**src/rtl/pipeline_hazard_ctrl_pkg.sv**
```systemverilog
// rtl/pipeline_hazard_ctrl_pkg.sv - shared encodings for the pipeline hazard controller
package pipeline_hazard_ctrl_pkg;

  typedef enum logic [1:0] {
    ST_RUN       = 2'b00,
    ST_MD_WAIT   = 2'b01,
    ST_IRQ_DRAIN = 2'b10,
    ST_IRQ_ENTER = 2'b11
  } hazard_state_t;

  typedef enum logic [1:0] {
    PC_SEQ    = 2'b00,
    PC_BRANCH = 2'b01,
    PC_IRQ    = 2'b10,
    PC_EPC    = 2'b11
  } pc_sel_t;

  localparam int STG_IF  = 0;
  localparam int STG_ID  = 1;
  localparam int STG_EX  = 2;
  localparam int STG_MEM = 3;

  localparam logic [1:0] DRAIN_CYCLES = 2'd2;

  // One-hot mask for a single stage register
  function automatic logic [3:0] stage_bit(input int idx);
    return 4'b0001 << idx;
  endfunction

  localparam logic [3:0] MASK_NONE  = 4'b0000;
  localparam logic [3:0] MASK_IF    = stage_bit(STG_IF);
  localparam logic [3:0] MASK_MEM   = stage_bit(STG_MEM);
  localparam logic [3:0] MASK_IF_ID = stage_bit(STG_IF) | stage_bit(STG_ID);
  localparam logic [3:0] MASK_ID_EX = stage_bit(STG_ID) | stage_bit(STG_EX);
  localparam logic [3:0] MASK_FRONT = stage_bit(STG_IF) | stage_bit(STG_ID) | stage_bit(STG_EX);
  localparam logic [3:0] MASK_ALL   = 4'b1111;

endpackage

```
**src/rtl/hazard_sat_counter.sv**
```systemverilog
// rtl/hazard_sat_counter.sv - saturating event counter used for stall statistics
module hazard_sat_counter #(
  parameter int WIDTH = 32
) (
  input  logic             clk,
  input  logic             rst,
  input  logic             inc,
  output logic [WIDTH-1:0] count
);

  // Count qualifying cycles, holding at all-ones instead of wrapping
  always_ff @(posedge clk or posedge rst) begin
    if (rst) begin
      count <= '0;
    end else if (inc && (count != {WIDTH{1'b1}})) begin
      count <= count + WIDTH'(1);
    end
  end

endmodule

```
**src/rtl/pipeline_hazard_ctrl.sv**
```systemverilog
// rtl/pipeline_hazard_ctrl.sv - stall/flush/redirect control; HAZARD_PERF_CNT_EN adds perf_stall_cnt
module pipeline_hazard_ctrl
  import pipeline_hazard_ctrl_pkg::*;
(
  input  logic       clk,
  input  logic       rst,
  input  logic       load_use,
  input  logic       md_start,
  input  logic       md_done,
  input  logic       branch_taken,
  input  logic       eret,
  input  logic       irq_req,
  output logic [3:0] stall,
  output logic [3:0] flush,
  output logic [1:0] pc_sel,
  output logic       irq_ack,
  output logic [1:0] fsm_state
`ifdef HAZARD_PERF_CNT_EN
  ,
  output logic [31:0] perf_stall_cnt
`endif
);

  hazard_state_t state, state_nxt;
  logic [1:0]    drain_cnt, drain_cnt_nxt;
  pc_sel_t       pc_sel_e;

  // State and drain counter registers
  always_ff @(posedge clk or posedge rst) begin
    if (rst) begin
      state     <= ST_RUN;
      drain_cnt <= 2'd0;
    end else begin
      state     <= state_nxt;
      drain_cnt <= drain_cnt_nxt;
    end
  end

  // Next state plus Mealy stall/flush/redirect; reset forces a full flush
  always_comb begin
    state_nxt     = state;
    drain_cnt_nxt = drain_cnt;
    stall         = MASK_NONE;
    flush         = MASK_NONE;
    pc_sel_e      = PC_SEQ;
    if (rst) begin
      state_nxt     = ST_RUN;
      drain_cnt_nxt = 2'd0;
      flush         = MASK_ALL;
    end else begin
      case (state)
        ST_RUN: begin
          if (irq_req) begin
            stall         = MASK_IF;
            flush         = MASK_ID_EX;
            state_nxt     = ST_IRQ_DRAIN;
            drain_cnt_nxt = DRAIN_CYCLES;
          end else if (md_start) begin
            state_nxt = ST_MD_WAIT;
          end else if (load_use) begin
            // Redirects seen alongside load_use wait for re-presentation
            stall = MASK_FRONT;
            flush = MASK_MEM;
          end else if (eret) begin
            pc_sel_e = PC_EPC;
            flush    = MASK_IF_ID;
          end else if (branch_taken) begin
            pc_sel_e = PC_BRANCH;
            flush    = MASK_IF_ID;
          end
        end
        ST_MD_WAIT: begin
          if (md_done) begin
            state_nxt = ST_RUN;
          end else begin
            stall = MASK_FRONT;
            flush = MASK_MEM;
          end
        end
        ST_IRQ_DRAIN: begin
          stall = MASK_IF;
          flush = MASK_ID_EX;
          if (drain_cnt <= 2'd1) begin
            drain_cnt_nxt = 2'd0;
            state_nxt     = ST_IRQ_ENTER;
          end else begin
            drain_cnt_nxt = drain_cnt - 2'd1;
          end
        end
        ST_IRQ_ENTER: begin
          pc_sel_e  = PC_IRQ;
          flush     = MASK_FRONT;
          state_nxt = ST_RUN;
        end
        default: begin
          state_nxt = ST_RUN;
        end
      endcase
    end
  end

  assign pc_sel    = pc_sel_e;
  assign irq_ack   = (state == ST_IRQ_ENTER);
  assign fsm_state = state;

`ifdef HAZARD_PERF_CNT_EN
  hazard_sat_counter #(
    .WIDTH(32)
  ) u_perf_cnt (
    .clk  (clk),
    .rst  (rst),
    .inc  (|stall),
    .count(perf_stall_cnt)
  );
`endif

endmodule
```
**config.mk**
```make
export PLATFORM = sky130hd
export DESIGN_NAME = pipeline_hazard_ctrl
export DESIGN_NICKNAME = d
export VERILOG_FILES = /design/src/rtl/pipeline_hazard_ctrl_pkg.sv /design/src/rtl/hazard_sat_counter.sv /design/src/rtl/pipeline_hazard_ctrl.sv
export SDC_FILE = /design/constraint.sdc
export NUM_CORES = 1
export LEC_CHECK = 0
export CELL_PAD_IN_SITES_DETAIL_PLACEMENT = 0
export CELL_PAD_IN_SITES_GLOBAL_PLACEMENT = 2
export CORE_MARGIN = 3
export CORE_UTILIZATION = 20
export DETAILED_ROUTE_END_ITERATION = 8
export PLACE_DENSITY_LB_ADDON = 0.08
export SETUP_SLACK_MARGIN = 0.02
export SLEW_MARGIN = 25
export SYNTH_ARGS = -nofsm -noshare
export SYNTH_HDL_FRONTEND = slang
export SYNTH_SLANG_ARGS = --single-unit
```
**constraint.sdc**
```tcl
create_clock -name clk -period 1.91 [get_ports clk]
set_input_delay 0.2865 -clock clk [delete_from_list [all_inputs] [get_ports clk]]
set_output_delay 0.2865 -clock clk [all_outputs]
set_load 0.03 [all_outputs]
```
==> summary.md <==
| Metric | Value |
|---|---|
| RSZ-0062 raised after global routing | `true` |
| Pre-CTS setup slack | `approximately 0.063 ns` |
| Initial antenna violation count | `0` |
| CP max stage cell | `dfrtp_2` |
| I/O pin count | `21` |
| Final min period | `1.894 ns` |
| P_leak | `approximately 0.36 nW` |
| Die H | `51.78 um` |
| Final ANT Viol Nets | `0` |
| Later-pin clock latency in the skew report | `roughly 0.23 ns` |
| Drt total wl | `~1300 um` |
| Ant. Diodes | `0` |
| PortBufs | `19` |
| Area delta synth->final | `100.6%` |
| First-pass GRT wire length | `~2300 um` |
| Starting Density | `about 23%` |
| Critical Path End | `pc_sel[1]` |
| Avg Cell Area, Syn | `between 7 and 8 um^2` |
| HP Class | `register to register` |
| Via count | `roughly 490` |
| Crit path capture type | `output port` |
| WP data required | `approximately 1.6 ns` |
| Final #Nets | `between 90 and 100` |
| Die width | `between 50 and 60 um` |
| Clock slew at reported path FFs | `approximately 0.04 ns` |
| Max-slew violation count | `0` |
| #FFs+latches synth | `4` |
| Vias in the first global route | `516` |
| R2r setup slk | `0.24 ns` |
| Commonest non-fill, non-tap cell in the layout | `buf_4` |
| Most frequent cells in the layout | `17 x buf_4, 9 x clkdlybuf4s50_1, 4 x o21ai_0, 4 x buf_6` |
| Routability congestion estimate | `approximately 0.75` |
| Clk buf depth | `2` |
| DRC | `0` |
| Critical path cell sequence | `inv_4 > ha_4 > nor3b_4 > a31oi_1 > nor3_2 > buf_4` |
| Synth warn | `0` |
| Crit-path max FO | `5` |
| Die ar. | `about 2700 um^2` |
| Via-to-Cell Ratio | `between 4 and 5` |
| Root Driver | `clkbuf_4` |
| Worst reg2reg endpoint | `fsm_state[0]` |
| Sequential share of the synthesized area | `approximately a quarter` |
| Drt wl/cell | `12.26 um` |
| Worst Setup SP | `fsm_state[1]` |
| CP Class | `register to output port` |
| Pwr dens | `between 900 and 1000 nW/um^2` |
| GRT overflow | `0` |
| Overall global routing resource usage | `~11%` |
| CTS tree | `done` |
| CTS H-tree depth | `1` |
| Drt first-iter violations | `4` |
| Post-Syn Area | `roughly 420 um^2` |
| Total nets after synthesis | `between 60 and 70` |
| Unique masters post-synth | `26` |
| DP Wirelength | `between 1000 and 1500 um` |
| Final period util | `~100%` |
| Largest net degree at the start of global routing | `9` |
| Max VDD drop | `0.0006024 V` |
| Fmax achieved | `approximately 530 MHz` |
| Final hold vios | `0` |
| Mapped Cells | `53` |
| Total CTS buffers | `3` |
| R2R cell count | `6` |
| Hold_sp | `drain_cnt[0]` |
| First-pass detailed-route iteration total | `4` |
| Clock skew | `about 0.0048 ns` |
| # setup viols final | `0` |
| CTS Sinks | `4` |
| RR Startpoint | `fsm_state[0]` |
| Max-cap violations | `0` |
| Status | `finished, final reports clean` |
| Final setup margin | `0.01611 ns` |
| Core area | `1858 um^2` |
| Post-Route Setup TNS | `0 ns` |
| Layout cell share with drive strength beyond 1 | `55.29%` |
| Crit start category | `register` |
| CTS Hold Bufs | `0` |
| Site row count | `15` |
| Critical Path AT | `1.61 ns` |
| Largest stage delay on the critical path | `between 0.4 and 0.5 ns` |
## power by group
| group | total (W) | switching, W | internal (W) | leakage, nW |
|---|---|---|---|---|
| sequential | 0.000129 | 0.0000239 | 0.000105 | 0.0503 |
| clock | 0.000110 | 0.0000321 | 0.0000782 | 0.0150 |
| combinational | 0.000553 | 0.000279 | 0.000274 | 0.293 |
## flip-flops by register name, indices dropped and copies added (netlist names)
| signal | cells |
|---|---|
| fsm_state | 2 |
| drain_cnt | 2 |
## metal layers
layer / vias up / wire length, um / global-route usage [%]
met5: - / 0 / 0
met1: 223 / 640 / 14.31
li1: 253 / - / -
met4: 0 / 0 / 5.240
met3: 0 / 107 / 2.292
met2: 18 / 601 / 18.43
## worst min path at each step
stage | end | slack, ns | depth (start not counted)
finish | drain_cnt[0] | 0.54 | 2
global route | fsm_state[1] | 0.58 | 3
floorplan | drain_cnt[0] | 0.08 | 1
detailed placement | drain_cnt[0] | 0.53 | 2
CTS | drain_cnt[0] | 0.54 | 2
global placement | drain_cnt[0] | 0.54 | 2
## critical path, delay by kind of cell (launching register included)
family          cells  cell delay, ns
flops               1            0.43
simple gates        2            0.41
fa+ha+maj           1            0.15
buf+inv             2            0.26
compound gates      1            0.13
## stage by stage
stage                     utilization, %  hold slack, ns  area, um^2  total power, W  cells
after global routing               45.25          0.5775       840.8       0.0008558    110
after global placement             37.58          0.5368       698.2       0.0005856     98
final                              45.25          0.5372       840.8       0.0007925    110
after detailed placement           37.58          0.5339       698.2       0.0005756     98
after CTS                          41.41          0.5389       769.5       0.0007340    106
after floorplan                        -         0.07635       491.7       0.0004420     53
## layout make-up
class                   instances  area, um^2
clock buffers                   4       26.28
fillers                       196        1017
inverters                       6       27.53
multi-input cells              40       381.6
flip-flops and latches          4       102.6
well taps                      25       31.28
repair buffers                 31       271.5
## logic make-up after synthesis
kind of cell    count (synthesis)  share of synthesized area [%]
mux                             1                          2.388
simple gates                   15                          20.60
buf+inv                         9                          9.848
compound gates                 19                          30.45
other cells                     1                         0.8947
flops                           4                          23.88
fa+ha+maj                       4                          11.94
## cell usage after synthesis
library cell,instances,area [um^2]
a211o_2,1,10.01
a221o_1,1,10.01
o21bai_1,1,7.510
inv_2,1,3.750
buf_4,2,15.01
a211oi_1,1,7.510
mux2i_1,1,10.01
nor3b_1,1,7.510
a2111oi_0,1,8.760
a31oi_1,1,6.260
inv_1,5,18.77
ha_1,4,50.05
nor3_1,4,20.02
a21oi_1,4,20.02
o21ai_0,5,25.02
nor2_1,3,11.26
clkbuf_1,1,3.750
nor2b_4,1,13.76
nor2b_1,2,12.51
conb_1,1,3.750
nand2_1,3,11.26
o211ai_1,2,15.01
a31o_2,1,8.760
dfrtp_1,4,100.1
a221oi_1,1,8.760
or4b_1,1,10.01
## timing repair
item | CTS | global route
endpoints found under the setup margin | 7 | 8
hold endpoints to repair | 0 | 0
pin swaps | 3 | 4
setup buffers | 4 | 4
gates resized for setup | 5 | 9
Note: power is estimated with default switching activity, not from simulation.
